`src/rtl/mem_bus_port_pkg.sv`:
```
// Shared types and widths for the CPU-bus memory port (MAR/MDR + SRAM sequencer).
package mem_bus_port_pkg;

  localparam int unsigned WORD_W = 16;

  typedef enum logic [1:0] {
    IDLE   = 2'd0,
    ACCESS = 2'd1,
    DONE   = 2'd2,
    HOLD   = 2'd3
  } mem_state_t;

endpackage

```
`src/rtl/mem_bus_port_if.sv`:
```
// Bus, control and SRAM signals of the memory port.
// The master side is the CPU datapath/control plus SRAM model; the slave side is the port itself.
interface mem_bus_port_if
  import mem_bus_port_pkg::*;
#(
  parameter int unsigned WIDTH = WORD_W
);

  logic [WIDTH-1:0] Bus;
  logic             LD_MAR;
  logic             LD_MDR;
  logic             MIO_EN;
  logic             R_W;
  logic [WIDTH-1:0] Data_from_SRAM;

  logic [WIDTH-1:0] MAR;
  logic [WIDTH-1:0] MDR;
  logic [WIDTH-1:0] ADDR;
  logic [WIDTH-1:0] Data_to_SRAM;
  logic             CE_n;
  logic             OE_n;
  logic             WE_n;
  logic             R;

  modport master (
    output Bus, LD_MAR, LD_MDR, MIO_EN, R_W, Data_from_SRAM,
    input  MAR, MDR, ADDR, Data_to_SRAM, CE_n, OE_n, WE_n, R
  );

  modport slave (
    input  Bus, LD_MAR, LD_MDR, MIO_EN, R_W, Data_from_SRAM,
    output MAR, MDR, ADDR, Data_to_SRAM, CE_n, OE_n, WE_n, R
  );

endinterface

```
`src/rtl/mem_bus_port.sv`:
```
// Memory port: holds MAR/MDR loaded from the CPU bus and runs fixed-wait SRAM cycles,
// returning a one-cycle ready strobe R per MIO_EN assertion.
module mem_bus_port
  import mem_bus_port_pkg::*;
#(
  parameter int unsigned WIDTH       = WORD_W,
  parameter int unsigned WAIT_STATES = 2
) (
  input  logic           Clk,
  input  logic           Reset,
  mem_bus_port_if.slave  bus
);

  localparam int unsigned CNT_W = $clog2(WAIT_STATES + 1);

  mem_state_t       state_q, state_d;
  logic [CNT_W-1:0] count_q, count_d;
  logic             op_q, op_d;
  logic [WIDTH-1:0] mar_q, mar_d;
  logic [WIDTH-1:0] mdr_q, mdr_d;

  logic ce_n_c, oe_n_c, we_n_c, r_c;

  // State, address/data registers and latched operation
  always_ff @(posedge Clk or negedge Reset) begin
    if (!Reset) begin
      state_q <= IDLE;
      count_q <= '0;
      op_q    <= 1'b0;
      mar_q   <= '0;
      mdr_q   <= '0;
    end else begin
      state_q <= state_d;
      count_q <= count_d;
      op_q    <= op_d;
      mar_q   <= mar_d;
      mdr_q   <= mdr_d;
    end
  end

  // Next-state, register loads and strobe decode
  always_comb begin
    state_d = state_q;
    count_d = count_q;
    op_d    = op_q;
    mar_d   = mar_q;
    mdr_d   = mdr_q;
    ce_n_c  = 1'b1;
    oe_n_c  = 1'b1;
    we_n_c  = 1'b1;
    r_c     = 1'b0;

    unique case (state_q)
      IDLE: begin
        if (bus.LD_MAR) begin
          mar_d = bus.Bus;
        end
        if (bus.LD_MDR && !bus.MIO_EN) begin
          mdr_d = bus.Bus;
        end
        if (bus.MIO_EN) begin
          state_d = ACCESS;
          op_d    = bus.R_W;
          count_d = '0;
        end
      end

      ACCESS: begin
        ce_n_c  = 1'b0;
        oe_n_c  = op_q;
        we_n_c  = ~op_q;
        count_d = count_q + CNT_W'(1);
        // Dropping MIO_EN mid-access abandons the cycle without a ready strobe
        if (!bus.MIO_EN) begin
          state_d = IDLE;
        end else if (count_q == CNT_W'(WAIT_STATES - 1)) begin
          state_d = DONE;
        end
      end

      DONE: begin
        r_c    = 1'b1;
        ce_n_c = 1'b0;
        oe_n_c = op_q;
        if (bus.LD_MDR && bus.MIO_EN && !op_q) begin
          mdr_d = bus.Data_from_SRAM;
        end
        state_d = bus.MIO_EN ? HOLD : IDLE;
      end

      HOLD: begin
        if (!bus.MIO_EN) begin
          state_d = IDLE;
        end
      end

      default: begin
        state_d = IDLE;
      end
    endcase
  end

  assign bus.MAR          = mar_q;
  assign bus.MDR          = mdr_q;
  assign bus.ADDR         = mar_q;
  assign bus.Data_to_SRAM = mdr_q;
  assign bus.CE_n         = ce_n_c;
  assign bus.OE_n         = oe_n_c;
  assign bus.WE_n         = we_n_c;
  assign bus.R            = r_c;

endmodule

```
`src/flat_wrapper.sv`:
```
// flat-port wrapper written by rule: the top's interface ports become plain ports
module mem_bus_port_flat import mem_bus_port_pkg::*;
#(
  parameter int unsigned WIDTH       = WORD_W,
  parameter int unsigned WAIT_STATES = 2
)
  (Clk, Reset, bus_Bus, bus_LD_MAR, bus_LD_MDR, bus_MIO_EN, bus_R_W, bus_Data_from_SRAM, bus_MAR, bus_MDR, bus_ADDR, bus_Data_to_SRAM, bus_CE_n, bus_OE_n, bus_WE_n, bus_R);
  mem_bus_port_if #(.WIDTH(WIDTH)) bus_i ();
  input  logic Clk;
  input  logic Reset;
  input wire logic [$bits(bus_i.Bus)-1:0] bus_Bus;
  input wire logic [$bits(bus_i.LD_MAR)-1:0] bus_LD_MAR;
  input wire logic [$bits(bus_i.LD_MDR)-1:0] bus_LD_MDR;
  input wire logic [$bits(bus_i.MIO_EN)-1:0] bus_MIO_EN;
  input wire logic [$bits(bus_i.R_W)-1:0] bus_R_W;
  input wire logic [$bits(bus_i.Data_from_SRAM)-1:0] bus_Data_from_SRAM;
  output wire logic [$bits(bus_i.MAR)-1:0] bus_MAR;
  output wire logic [$bits(bus_i.MDR)-1:0] bus_MDR;
  output wire logic [$bits(bus_i.ADDR)-1:0] bus_ADDR;
  output wire logic [$bits(bus_i.Data_to_SRAM)-1:0] bus_Data_to_SRAM;
  output wire logic [$bits(bus_i.CE_n)-1:0] bus_CE_n;
  output wire logic [$bits(bus_i.OE_n)-1:0] bus_OE_n;
  output wire logic [$bits(bus_i.WE_n)-1:0] bus_WE_n;
  output wire logic [$bits(bus_i.R)-1:0] bus_R;
  assign bus_i.Bus = bus_Bus;
  assign bus_i.LD_MAR = bus_LD_MAR;
  assign bus_i.LD_MDR = bus_LD_MDR;
  assign bus_i.MIO_EN = bus_MIO_EN;
  assign bus_i.R_W = bus_R_W;
  assign bus_i.Data_from_SRAM = bus_Data_from_SRAM;
  assign bus_MAR = bus_i.MAR;
  assign bus_MDR = bus_i.MDR;
  assign bus_ADDR = bus_i.ADDR;
  assign bus_Data_to_SRAM = bus_i.Data_to_SRAM;
  assign bus_CE_n = bus_i.CE_n;
  assign bus_OE_n = bus_i.OE_n;
  assign bus_WE_n = bus_i.WE_n;
  assign bus_R = bus_i.R;
  mem_bus_port #(.WIDTH(WIDTH), .WAIT_STATES(WAIT_STATES)) u_core (.Clk(Clk), .Reset(Reset), .bus(bus_i));
endmodule
```
`config.mk`:
```
export PLATFORM = sky130hd
export DESIGN_NAME = mem_bus_port_flat
export DESIGN_NICKNAME = d
export VERILOG_FILES = /design/src/rtl/mem_bus_port_pkg.sv /design/src/rtl/mem_bus_port_if.sv /design/src/rtl/mem_bus_port.sv /design/src/flat_wrapper.sv
export SDC_FILE = /design/constraint.sdc
export NUM_CORES = 1
export LEC_CHECK = 0
export ABC_AREA = 1
export BUFFER_PORTS_ARGS = -buffer_cell sky130_fd_sc_hd__buf_2
export CAP_MARGIN = 30
export CORE_MARGIN = 1.5
export CORE_UTILIZATION = 45
export CTS_CLUSTER_DIAMETER = 40
export DETAILED_ROUTE_END_ITERATION = 7
export PLACE_DENSITY = 0.89
export SKIP_CTS_REPAIR_TIMING = 1
export SYNTH_ARGS = -nofsm -noshare
export SYNTH_HDL_FRONTEND = slang
export SYNTH_SLANG_ARGS = --single-unit
export TNS_END_PERCENT = 5
```
`constraint.sdc`:
```
create_clock -name Clk -period 2.06 [get_ports Clk]
set_input_delay 0.309 -clock Clk [delete_from_list [all_inputs] [get_ports Clk]]
set_output_delay 0.309 -clock Clk [all_outputs]
set_load 0.01 [all_outputs]
```
==> Yosys cells after proc, flatten, opt, wreduce, memory -nomap -nowiden <==
Index checks and enable logic that the tools add are counted.
{ "totals": {"register_bits": 37, "inputBits": 38, "out_inout_bits": 68} }
{ "classes": {"mux": 15, "n_addsub": 1, "bitwise": 1, "n_reduce_logical": 14, "eq_ne": 9} }
{ "ops": {"columns": ["cell", "count"], "rows": [
  ["16-bit two-way mux", 2],
  ["16-bit case mux with 2 select lines", 1],
  ["2-bit two-way mux", 6],
  ["2-bit case mux with 4 select lines", 1],
  ["2-bit AND reduction", 3],
  ["3-bit AND reduction", 2],
  ["2-bit by 1-bit equality test with 1-bit output, second input constant", 2],
  ["2-bit equality test, second input constant", 2],
  ["1-bit two-way mux", 4],
  ["2-bit by 1-bit inequality test with 1-bit output, second input constant", 2],
  ["2-bit inequality test, second input constant", 2],
  ["2-bit case mux with 2 select lines", 1],
  ["2-bit nonzero test", 2],
  ["1-bit logical AND", 3],
  ["3-bit by 2-bit inequality test with 1-bit output, second input constant", 1],
  ["2-bit by 1-bit adder with 2-bit output, second input constant", 1],
  ["1-bit zero test", 2],
  ["2-bit zero test", 1],
  ["2-bit OR reduction", 1],
  ["1-bit NOT", 1]
]} }

==> Longest topological paths before layout <==
{ "depth": {"word_depth": 4, "depth_mapped": 9, "depth_no_buf": 8} }

==> Least setup slack after synthesis <==
No wires, ideal clock.
{ "synth_path": {"path_type": "register -> register", "start": "register u_core.state_q[0]", "end": "register u_core.mdr_q[10], in the netlist u_core.bus.Data_to_SRAM[10]", "period_less_slack_ps": 1605, "setup_ps": 117, "arrival_ps": 1488, "path_slack_ps": 455, "stages_incl_launch_ff": 10, "cell_sequence": "dfrtp_1 > inv_1 > ha_1 > buf_2 > nor2_1 > nor2_4 > nand2_4 > buf_6 > nand2_1 > nand2_1"} }
{ "synth_between": {"elab_chain_cells": 3, "word_cells_on_any_way": 7} }
{ "synth_rtl": {"columns": ["item", "line_no", "text"], "rows": [
  ["start, declared", "mem_bus_port.sv:16", "mem_state_t state_q, state_d;"],
  ["start signal, assigned", "mem_bus_port.sv:33", "state_q <= state_d;"],
  ["2-bit equality test or 2-bit zero test (tied branches)", "mem_bus_port.sv:53", "unique case (state_q)"],
  ["2-bit by 1-bit inequality test with 1-bit output (no source line) or 2-bit nonzero test (tied branches)", null, null],
  ["3-bit AND reduction (no source line)", null, null],
  ["end signal, assigned", "mem_bus_port.sv:37", "mdr_q <= mdr_d;"],
  ["end, declared", "mem_bus_port.sv:20", "logic [WIDTH-1:0] mdr_q, mdr_d;"]
]} }
Parallel ways exist; a longest one is shown, timed or not.
A chain may end at the register's enable or synchronous reset.

==> Final worst setup path <==
{ "layout_path": {"start": "register u_core.state_q[1]", "end": "output bus_OE_n"} }
{ "layout_between": {"elab_chain_cells": 3, "word_cells_on_any_way": 4} }
{ "layout_rtl": {"columns": ["item", "line_no", "text"], "rows": [
  ["2-bit by 1-bit equality test with 1-bit output or 2-bit equality test (tied branches)", "mem_bus_port.sv:53", null],
  ["2-bit OR reduction (no source line) (*)", null, null],
  ["1-bit two-way mux (*)", "mem_bus_port.sv:53", null],
  ["end, declared", "flat_wrapper.sv:22", "output wire logic [$bits(bus_i.OE_n)-1:0] bus_OE_n;"]
]} }
Every way passes the cells marked *; elsewhere a longest branch is shown, timed or not.

==> impl_metrics.json <==
{
  "skew_ns": 0.00577,
  "crit_fanout": 5,
  "cp-start-kind": "flip-flop",
  "slowest_stage": "dfrtp_1",
  "overflow": 0,
  "r2r_setup_slack_ns": 0.36,
  "max_stage_delay_ns": 0.42,
  "drtIter0Drc": 136,
  "max_slew.worst_pin.slew_ns": 0.835,
  "cpMostUsedCell": "inv_1",
  "crit_type": "flip-flop to primary output",
  "path_clk_slew_ns": 0.08,
  "power.density_mw_per_mm2": 1630,
  "io_pins": 106,
  "synth_fa_ha_area_share_pct": 4.27,
  "netlist_area_mm2": 0.00205,
  "grt_pass1_wl_mm": 8.01,
  "cts.sink_count": 37,
  "yosysSeqAreaShare_pct": 45.2,
  "firstDrtPassIters": 4,
  "routed_wl_mm": 4.70,
  "synth.area.mux_share_pct": 0,
  "remaining_drc_errors": 0,
  "synth_warnings": 0,
  "synth_compound_area_share_pct": 9.89,
  "hold_class": "input port to async pin",
  "tns_ns": 0,
  "synth_nets": 300,
  "reg2regPathDepth": 7,
  "finish.utilization_pct": 57.0,
  "ant_nets": 0,
  "via_per_inst": 4.85,
  "synth_top_family_by_area": "simple AND/OR/NAND/NOR gates",
  "fin_crit_sh_pct": 89.4,
  "place_inst": 373,
  "cts_made_buffers": 5,
  "final_common_cell": "buf_2",
  "layout.nets": 373,
  "rsz0062_at_grt": "no",
  "die_w_um": 70.5,
  "synthXorXnorAreaFrac_pct": 0,
  "insertedDiodeCount": 0,
  "port_buffers": 105,
  "synthCells": 255,
  "rr_endpoint": "u_core.bus.Data_to_SRAM[3]",
  "synth_cell_type_count": 22,
  "r2r_start": "u_core.state_q[0]",
  "grt_pass1_vias": 1711,
  "fmax_ghz": 0.543,
  "synth.ff_latch_count": 37,
  "worst_ep_arrival_time_ns": 1.53,
  "start_util_pct": 47.1,
  "period_minus_slack_ns": 1.84,
  "finalSetupViolCount": 0,
  "antenna_found_initial": 0,
  "drive_gt1_share_pct": 37.1,
  "drv_slew": 0,
  "area_delta_synth_final_pct": 21.0,
  "yosysTopAreaCellShare_pct": 45.2,
  "stdcell_area_mm2": 0.00248,
  "cts_root_buf": "clkbuf_8",
  "grt_usage_pct": 20.6,
  "place_area_mm2": 0.00237,
  "syn_avg_cell_area_um2": 8.04,
  "slew_headroom_pct": 44.3,
  "endpoint_kind": "primary output",
  "synth_simple_gate_area_share_pct": 22.0,
  "clk_latency_ns": 0.29,
  "grt_max_degree": 38,
  "layout_common_cells": "105 x buf_2, 82 x nand2_1, 37 x dfrtp_1",
  "p_leak_nw": 1.45,
  "core-area_mm2": 0.00435,
  "cts_tree": "yes",
  "status": "finished clean",
  "clockBufferDepth": 2,
  "cp.required_ns": 1.75,
  "yosysTopAreaCell": "dfrtp_1",
  "irDropWorstVdd_mv": 0.857,
  "vias": 1848,
  "die_area_mm2": 0.00497,
  "cts_max_level": 2,
  "hold_violations": 0,
  "fp.dieH_um": 70.5,
  "dpl.hpwl_mm": 3.68,
  "synth.area.top_cells": "dfrtp_1 45%, nand2_1 15%, buf_4 12%",
  "post_drt_wl_per_cell_um": 12.3,
  "max_cap_viol_count": 0,
  "power_mw": 4.03,
  "rows": 24,
  "final_cells": 381,
  "path_cells": "inv_1 -> ha_1 -> inv_1 -> or2_2 -> buf_2",
  "routabilityCongestion": 0.859
}
==> registers in the layout (all words and copies together), names as in the netlist <==
| signal | count |
|---|---|
| u_core.bus.ADDR | 16 |
| u_core.count_q | 2 |
| u_core.op_q | 1 |
| u_core.bus.Data_to_SRAM | 16 |
| u_core.state_q | 2 |
==> critical path: cells and delay by family, from the launching register on <==
kind,cells,cell delay (ns)
AND/OR/NAND/NOR,1,0.26
buffers and inverters,3,0.28
adder cells (fa/ha/maj),1,0.28
flip-flops,1,0.42
==> stage by stage <==
stage	hold WS, ns	setup slack [ns]
6_report	0.109	0.218
5_1_grt	0.178	0.108
4_1_cts	0.135	0.211
3_5_place_dp	0.456	0.379
3_3_place_gp	0.436	0.492
2_1_floorplan	0.0134	0.455
==> worst max-delay path by stage <==
| stage | slack, ns | start | depth (start not counted) | endpoint |
|---|---|---|---|---|
| 6_report | 0.22 | u_core.state_q[1] | 5 | bus_OE_n |
| 5_1_grt | 0.11 | u_core.state_q[1] | 5 | bus_OE_n |
| 4_1_cts | 0.21 | u_core.state_q[1] | 5 | bus_OE_n |
| 3_5_place_dp | 0.38 | u_core.state_q[0] | 7 | u_core.bus.Data_to_SRAM[7] |
| 3_3_place_gp | 0.49 | u_core.state_q[0] | 7 | u_core.bus.Data_to_SRAM[9] |
| 2_1_floorplan | 0.46 | u_core.state_q[0] | 9 | u_core.bus.Data_to_SRAM[10] |
==> cells in the mapped netlist <==
cell type	instances
nand2_1	82
dfrtp_1	37
buf_4	33
inv_1	22
o21ai_0	22
nand3_1	18
o21ai_1	11
ha_1	7
clkbuf_1	5
a21oi_1	3
nor2_1	3
buf_2	2
buf_6	1
clkbuf_4	1
inv_2	1
nand2_2	1
nand2_4	1
nand3b_1	1
nor2_4	1
o21ai_4	1
o22ai_1	1
or2_2	1
==> area by class of cell <==
class	instances	area (um2)
sequential	37	926
inverter	23	86.3
multi-input combinational	153	742
clock inverter	3	43.8
fill	408	1870
timing repair buffer	108	548
clock buffer	5	68.8
tap	52	65.1
==> logic make-up (layout without fill, tap and decap cells) <==
logic type                 Yosys count  in the layout
buffers and inverters               65            139
DFF                                 37             37
and+or+nand+nor                    108            108
adders and majority gates            7              7
AOI/OAI and AO/OA                   38             38
==> layer usage <==
layer	routed length (um)	up-vias	global-route usage [%]
li1	-	911	-
met1	1840	822	26.6
met2	2320	108	34.5
met3	480	7	4.18
met4	60	0	6.41
met5	0	-	0
==> report_power, final <==
group / leakage (nW) / internal [mW] / switching (mW) / total, mW
registers: 0.459 / 1.08 / 0.271 / 1.35
clock network: 0.0585 / 0.363 / 0.275 / 0.637
logic: 0.933 / 0.822 / 1.22 / 2.04
Power figures use the tool's default switching activity.
